$ cat src/rtl/mcp_capture_ctrl.sv
// Multicycle launch/capture sequencer: a clock-enable schedule moves data from a
// source register to a destination register a programmable number of cycles later.
module mcp_capture_ctrl #(
  parameter int DATA_W = 8,
  parameter int MCP_W  = 4
) (
  input  logic              clk,
  input  logic              rst,
  input  logic [MCP_W-1:0]  cfg_setup,
  input  logic              flush,
  input  logic              in_valid,
  output logic              in_ready,
  input  logic [DATA_W-1:0] in_data,
  output logic              out_valid,
  input  logic              out_ready,
  output logic [DATA_W-1:0] out_data,
  output logic              launch_en,
  output logic              capture_en,
  output logic              busy,
  output logic              cfg_err,
  output logic [15:0]       xfer_cnt
);

  typedef enum logic [1:0] {
    ST_IDLE = 2'd0,
    ST_WAIT = 2'd1,
    ST_OUT  = 2'd2
  } state_t;

  state_t            state_r;
  logic [DATA_W-1:0] src_r;
  logic [DATA_W-1:0] dst_r;
  logic [MCP_W-1:0]  cnt_r;
  logic [15:0]       xfer_cnt_r;
  logic              cfg_err_r;
  logic              cnt_zero_s;

  assign cnt_zero_s = (cnt_r == {MCP_W{1'b0}});

  // The enables define the multicycle path for STA; flush suppresses both in its cycle.
  assign launch_en  = (state_r == ST_IDLE) & in_valid & ~flush & ~rst;
  assign capture_en = (state_r == ST_WAIT) & cnt_zero_s & ~flush;

  assign in_ready  = (state_r == ST_IDLE);
  assign out_valid = (state_r == ST_OUT);
  assign busy      = (state_r != ST_IDLE);
  assign out_data  = dst_r;
  assign cfg_err   = cfg_err_r;
  assign xfer_cnt  = xfer_cnt_r;

  // Transfer sequencer: launch, count down the setup window, capture, hand off.
  always_ff @(posedge clk or posedge rst) begin
    if (rst) begin
      state_r    <= ST_IDLE;
      src_r      <= {DATA_W{1'b0}};
      dst_r      <= {DATA_W{1'b0}};
      cnt_r      <= {MCP_W{1'b0}};
      xfer_cnt_r <= 16'd0;
      cfg_err_r  <= 1'b0;
    end else if (flush) begin
      state_r <= ST_IDLE;
    end else begin
      case (state_r)
        ST_IDLE: begin
          if (in_valid) begin
            src_r   <= in_data;
            state_r <= ST_WAIT;
            // A zero multiplier is treated as a single-cycle path and flagged.
            if (cfg_setup == {MCP_W{1'b0}}) begin
              cnt_r     <= {MCP_W{1'b0}};
              cfg_err_r <= 1'b1;
            end else begin
              cnt_r <= cfg_setup - MCP_W'(1);
            end
          end
        end
        ST_WAIT: begin
          if (cnt_zero_s) begin
            dst_r   <= src_r;
            state_r <= ST_OUT;
          end else begin
            cnt_r <= cnt_r - MCP_W'(1);
          end
        end
        ST_OUT: begin
          if (out_ready) begin
            state_r    <= ST_IDLE;
            xfer_cnt_r <= xfer_cnt_r + 16'd1;
          end
        end
        default: begin
          state_r <= ST_IDLE;
        end
      endcase
    end
  end

endmodule

$ cat config.mk
export PLATFORM = sky130hd
export DESIGN_NAME = mcp_capture_ctrl
export DESIGN_NICKNAME = d
export VERILOG_FILES = /design/src/rtl/mcp_capture_ctrl.sv
export SDC_FILE = /design/constraint.sdc
export NUM_CORES = 1
export LEC_CHECK = 0
export CORE_ASPECT_RATIO = 1.2
export CORE_UTILIZATION = 48
export CTS_BUF_LIST = sky130_fd_sc_hd__clkbuf_8 sky130_fd_sc_hd__clkbuf_16
export CTS_CLUSTER_DIAMETER = 60
export DETAILED_ROUTE_END_ITERATION = 12
export GPL_ROUTABILITY_DRIVEN = 0
export PLACE_DENSITY = 0.79
export SETUP_SLACK_MARGIN = 0.02
export SLEW_MARGIN = 20
export SYNTH_ARGS = -nofsm -noshare
export SYNTH_HDL_FRONTEND = slang
export SYNTH_SLANG_ARGS = --single-unit
$ cat constraint.sdc
create_clock -name clk -period 2.2 [get_ports clk]
set_input_delay 0.44 -clock clk [delete_from_list [all_inputs] [get_ports clk]]
set_output_delay 0.44 -clock clk [all_outputs]
set_load 0.05 [all_outputs]
==> results of run 1 <==
-- per-layer routing --
| metal | part of all wire | vias to the layer above | GRT usage |
|---|---|---|---|
| li1 | - | 658 | - |
| met4 | 0.017 | 0 | 0.0714 |
| met2 | 0.52 | 40 | 0.363 |
| met1 | 0.42 | 665 | 0.289 |
| met3 | 0.049 | 7 | 0.0709 |
| met5 | 0 | - | 0 |
-- state kept, by name, summed over array words and instances (netlist names) --
signal and cells:
cfg_err 1, xfer_cnt 16, state_r 2, out_data 8
src_r 8, cnt_r 4
-- power by group through the flow --
stage               clock, mW  sequential (mW)  combinational [mW]
floorplan                   0             1.19               0.363
global placement            0            0.974               0.820
detailed placement          0            0.987               0.848
CTS                     0.528            0.980               0.903
global route            0.563             1.01               0.990
finish                  0.523            0.985               0.936
-- stage by stage --
| stage | utilization | total power, mW | hold slack (ns) | std cells |
|---|---|---|---|---|
| global placement | 0.654 | 1.79 | 0.442 | 251 |
| floorplan | - | 1.55 | 0.415 | 151 |
| detailed placement | 0.654 | 1.83 | 0.455 | 251 |
| CTS | 0.695 | 2.41 | 0.472 | 263 |
| finish | 0.704 | 2.44 | 0.471 | 266 |
| global route | 0.704 | 2.56 | 0.479 | 266 |
-- timing repair --
| action | 4_1_cts | 5_1_grt |
|---|---|---|
| resized for setup | 6 | 2 |
| pin swaps | 1 | 2 |
| gates cloned | 0 | 0 |
| setup endpoints to repair | 2 | 2 |
| setup buffers | 4 | 3 |
-- Yosys cell counts (2+ instances only) --
library cell | n | area, sq um
o21ai_0 | 4 | 20.0
mux2_4 | 8 | 120
nand3_1 | 6 | 30.0
xnor2_1 | 12 | 105
nor3_1 | 5 | 25.0
and3_1 | 2 | 12.5
ha_1 | 3 | 37.5
xor2_1 | 4 | 35.0
or2_2 | 2 | 12.5
dfrtp_1 | 39 | 976
nor2b_1 | 2 | 12.5
a211oi_1 | 2 | 15.0
a21o_1 | 2 | 15.0
nor2_1 | 10 | 37.5
mux2_2 | 8 | 90.1
nand4_1 | 6 | 37.5
nand2_1 | 10 | 37.5
nor4b_1 | 2 | 17.5
inv_1 | 7 | 26.3
-- cells by family (layout without fill, tap and decap cells) --
group	Yosys count	after routing	share of synthesized area
AO/OA/AOI/OAI	14	14	0.0553
XOR/XNOR	16	16	0.0775
adder cells (fa/ha/maj)	3	3	0.0207
buffers and inverters	9	72	0.0235
flip-flops	39	39	0.539
multiplexers	16	16	0.116
AND/OR/NAND/NOR	54	54	0.167
-- worst max-delay path by stage --
| stage | start | to | slack, ns | depth (start not counted) |
|---|---|---|---|---|
| after global placement | flush | xfer_cnt[11]$_DFFE_PP0P_ | 0.08 | 5 |
| after floorplan | cnt_r[0]$_DFFE_PP0P_ | capture_en | 0.09 | 6 |
| after global routing | cnt_r[1]$_DFFE_PP0P_ | capture_en | -0.21 | 6 |
| final | cnt_r[1]$_DFFE_PP0P_ | capture_en | -0.15 | 6 |
| after detailed placement | flush | xfer_cnt[13]$_DFFE_PP0P_ | -0.04 | 5 |
| after CTS | cnt_r[0]$_DFFE_PP0P_ | capture_en | -0.16 | 6 |
-- area by class of cell --
| cell class | instances | area (sq um) | area share |
|---|---|---|---|
| Inverter | 7 | 33.8 | 0.0132 |
| Multi-Input combinational cell | 103 | 823 | 0.322 |
| Tap cell | 52 | 65.1 | 0.0254 |
| Sequential cell | 39 | 976 | 0.382 |
| Timing Repair Buffer | 57 | 559 | 0.219 |
| Clock inverter | 1 | 3.75 | 0.00147 |
| Clock buffer | 7 | 96.3 | 0.0377 |
==> results.toml, run 1 <==
[routing]
drt-total-wl_mm = 4.11
post_drt_wl_per_cell_um = 15.4
drcViolationCount = 2
via_per_inst = 5.15
drtPass1Iterations = 8
ant_nets = 0
drt-initial-drc-count = 47
via_count = 1370

[placed_design]
dp_slack_ns = -0.0380
portBuffers = 46
place_area_sq_mm = 0.00238
hpwl_mm = 2.79

[outcome]
violations = "DRC, setup timing"
status = "complete, but fails checks"

[pwr]
p_sw_frac = 0.356
cellLeakagePower_nw = 1.15
ir_drop_mv = 0.607
p_sw_uw = 871
clkPwrFrac = 0.214
p_comb_frac = 0.383
seq_power_share = 0.403
power.density_mw_per_mm2 = 956
power.internal_mw = 1.57

[hold_path]
hold_path_startpoint = "cfg_err$_DFFE_PP0P_"
hold_depth = 1
hold_end = "cfg_err$_DFFE_PP0P_"
min_path_type = "reg2reg"

[floorplanning]
core_area_sq_mm = 0.00363
io_pins = 47
die_area_sq_mm = 0.00402
start_util = 0.498
fp.dieW_um = 58.0
num_rows = 24
die_h_um = 69.3

[setup_path]
reg2reg_to = "out_data[4]$_DFFE_PP0P_"
r2r_start = "cnt_r[1]$_DFFE_PP0P_"
r2r_slack_ns = 0.19
worstPathCellList = "inv_2, ha_4, or3b_4, or3_4, clkinvlp_4, buf_12"
critPathLaunchType = "flip-flop"
cp-end-kind = "output port"
arrival_ns = 1.91
timing.critical_path.buf_inv = 3
rr_worst_depth = 6
slowest_delay_ns = 0.40
critical_path_class = "reg2out"
critical_path.top_delay_family = "simple AND/OR/NAND/NOR gates"
cp_slowest_cell = "dfrtp_1"
cp.required_ns = 1.76
cp_max_fo = 2

[clock_tree]
path_clk_slew_ns = 0.07
cts_hold_buf = 0
numClockSinks = 39
cts_root_buffer = "clkbuf_8"
cts_buffer_depth = 2
cts_made_buffers = 5
tritoncts = "built"
h-tree-depth = 2
clock_latency_ns = 0.29

[timing]
fmax_ghz = 0.425
post-route-period-util = 1.07
setup_violations = 1
period_minus_slack_ns = 2.35
finalHoldViolations = 0
drv_slew = 0
worst_slack_ns = -0.153
max_slew_margin = 0.653
rsz0062_at_grt = "true"
fin_tns_setup_ns = -0.153
worst_pin_slew_ns = 0.519
skew_ns = 0.00162

[finish]
syn_to_final_growth_pct = 41.4
final_common_cell = "clkdlybuf4s50_1"
diodes = 0
drive_above_1_share = 0.243
final_area_sq_mm = 0.00256
nNetsFinal = 233
fillCellCount = 273
final_cell_mix = "clkdlybuf4s50_1 (40), dfrtp_1 (39), buf_4 (13)"

[logic_synthesis]
ys_seq_area_frac = 0.539
synth-async-reset-ratio = 1.00
netlist_instances = 151
ys.flop_type = "dfrtp_1"
synth_edf_count = 0
ys_types = 36
avgSynthCellArea_sq_um = 12.0
synth.net_count = 171
synth_area_sq_mm = 0.00181
ys_ff_latch = 39
synth_warnings = 0

[global_routing]
grt_pass1_vias = 1390
antenna_found_initial = 0
grt_max_degree = 40
grt.overflow.total = 0
grt_pass1_wl_mm = 6.78
track_usage = 0.226

[run]
maxCapViolCount = 0
Note: power is estimated with default switching activity, not from simulation.
==> run 2, diff against run 1 <==
Settings changed: REMOVE_ABC_BUFFERS set to 1.
==> run 2 against run 1 <==
Effect of this change: final cell count down 0.75%; sequential share of layout area up 0.38 points; first-iteration DRC count is 11% higher; the flow still finishes with violations (DRC, setup timing); critical path type unchanged; critical endpoint unchanged; via count down 1.5%.
==> results.toml, run 2 (synthesis results as in run 1) <==
[timing]
setup_violations = 1
period_minus_slack_ns = 2.25
worst_slack_ns = -0.0513
rsz0062_at_grt = "true"
drv_slew = 0
worst_pin_slew_ns = 0.516
max_slew_margin = 0.655
finalHoldViolations = 0
post-route-period-util = 1.02
skew_ns = 0.00167
fin_tns_setup_ns = -0.0513
fmax_ghz = 0.444

[finish]
final_area_sq_mm = 0.00253
syn_to_final_growth_pct = 40.0
seqCellArea_sq_um = 976
final_cell_mix = "clkdlybuf4s50_1 (40), dfrtp_1 (39), xnor2_1 (12), buf_4 (12)"
drive_above_1_share = 0.236
largest_reg_flops = 16
multi_input_area_sq_um = 823
fillCellCount = 272
nNetsFinal = 232
final_common_cell = "clkdlybuf4s50_1"
diodes = 0

[routing]
drt-total-wl_mm = 3.76
via_per_inst = 5.11
via_count = 1349
drcViolationCount = 5
ant_nets = 0
post_drt_wl_per_cell_um = 14.2
drt-initial-drc-count = 52
drtPass1Iterations = 8

[setup_path]
cp_slowest_cell = "dfrtp_1"
arrival_ns = 1.81
critPathLaunchType = "flip-flop"
critical_path_class = "reg2out"
slowest_delay_ns = 0.40
cp.required_ns = 1.76
cp-end-kind = "output port"
worstPathCellList = "inv_2, ha_4, or3b_4, or3_4, inv_4, buf_12"
critical_path.top_delay_family = "simple AND/OR/NAND/NOR gates"
timing.critical_path.buf_inv = 3
cp_max_fo = 2

[clock_tree]
numClockSinks = 39
cts_buffer_depth = 2
tritoncts = "built"
h-tree-depth = 2
cts_made_buffers = 5
path_clk_slew_ns = 0.07
clock_latency_ns = 0.28
cts_root_buffer = "clkbuf_8"

[floorplanning]
die_h_um = 69.3
start_util = 0.498
fp.dieW_um = 58.0
die_area_sq_mm = 0.00402
io_pins = 47
num_rows = 24
core_area_sq_mm = 0.00363

[global_routing]
track_usage = 0.211
grt_pass1_vias = 1412
grt_max_degree = 40
grt.overflow.total = 0
antenna_found_initial = 0
grt_pass1_wl_mm = 6.47

[placed_design]
place_area_sq_mm = 0.00238
portBuffers = 46
hpwl_mm = 2.84

[outcome]
status = "complete, but fails checks"
violations = "DRC, setup timing"

[hold_path]
min_path_type = "reg2reg"

[run]
maxCapViolCount = 0

[pwr]
cellLeakagePower_nw = 1.15
ir_drop_mv = 0.686
power.density_mw_per_mm2 = 936
[run 2: cell count changes in the layout (fill, tap and decap cells not counted), sizes merged]
cell / previous run / this run
clkinvlp: 2 / 0
buf: 15 / 14
clkbuf: 7 / 6
clkinv: 0 / 1
inv: 6 / 7
[run 2: report_power, final]
| group | leakage [nW] | switching (mW) | internal, mW |
|---|---|---|---|
| clock network | 0.0470 | 0.222 | 0.246 |
| logic | 0.596 | 0.499 | 0.424 |
| registers | 0.508 | 0.112 | 0.867 |
| total | 1.15 | 0.833 | 1.54 |
[run 2: worst paths after layout]
check	start	slack, ns	endpoint	depth (start not counted)
max in group asynchronous	rst	1.26	src_r[7]$_DFFE_PP0P_	3
worst min-delay path	cfg_err$_DFFE_PP0P_	0.46	cfg_err$_DFFE_PP0P_	1
min in group asynchronous	rst	0.61	src_r[4]$_DFFE_PP0P_	3
worst min register to register	cfg_err$_DFFE_PP0P_	0.46	cfg_err$_DFFE_PP0P_	1
worst max-delay path	cnt_r[1]$_DFFE_PP0P_	-0.05	capture_en	6
worst max register to register	cnt_r[1]$_DFFE_PP0P_	0.25	out_data[1]$_DFFE_PP0P_	6
[run 2: routing by layer]
metal  global-route usage  routed length, um  vias up
met1                0.248               1540      656
met4               0.0767                 44        0
met3               0.0485                146        4
met2                0.368               2030       33
li1                     -                  -      656
met5                    0                  0        -
[run 2: final cells by class]
type | count | area share
Clock inverter | 1 | 0.00198
Multi-Input combinational cell | 103 | 0.325
Tap cell | 52 | 0.0257
Timing Repair Buffer | 56 | 0.218
Inverter | 7 | 0.0114
Clock buffer | 6 | 0.0326
Sequential cell | 39 | 0.385
[run 2: through the flow]
step / hold WS (ns) / util / power [mW] / instances / setup slack, ns
floorplan: 0.473 / - / 1.55 / 149 / -0.483
global placement: 0.445 / 0.654 / 1.79 / 252 / 0.0727
detailed placement: 0.444 / 0.654 / 1.84 / 252 / 0.0222
CTS: 0.459 / 0.692 / 2.38 / 263 / -0.0580
global route: 0.493 / 0.697 / 2.50 / 264 / -0.105
finish: 0.455 / 0.697 / 2.37 / 264 / -0.0513
[run 2: timing repair]
action / CTS / global route
gates resized for setup: 8 / 2
buffers inserted: 4 / 1
hold buffers: 0 / 0
gates cloned: 0 / 0
pin swaps: 2 / 0
endpoints found under the setup margin: 2 / 2
[run 2: worst reg2reg max path, cell delays in order, from the launching register on]
cell and delay [ns]:
dfrtp_1 0.40, inv_2 0.09, ha_4 0.13, or3b_4 0.37, or3_4 0.35, buf_4 0.20
mux2_4 0.31
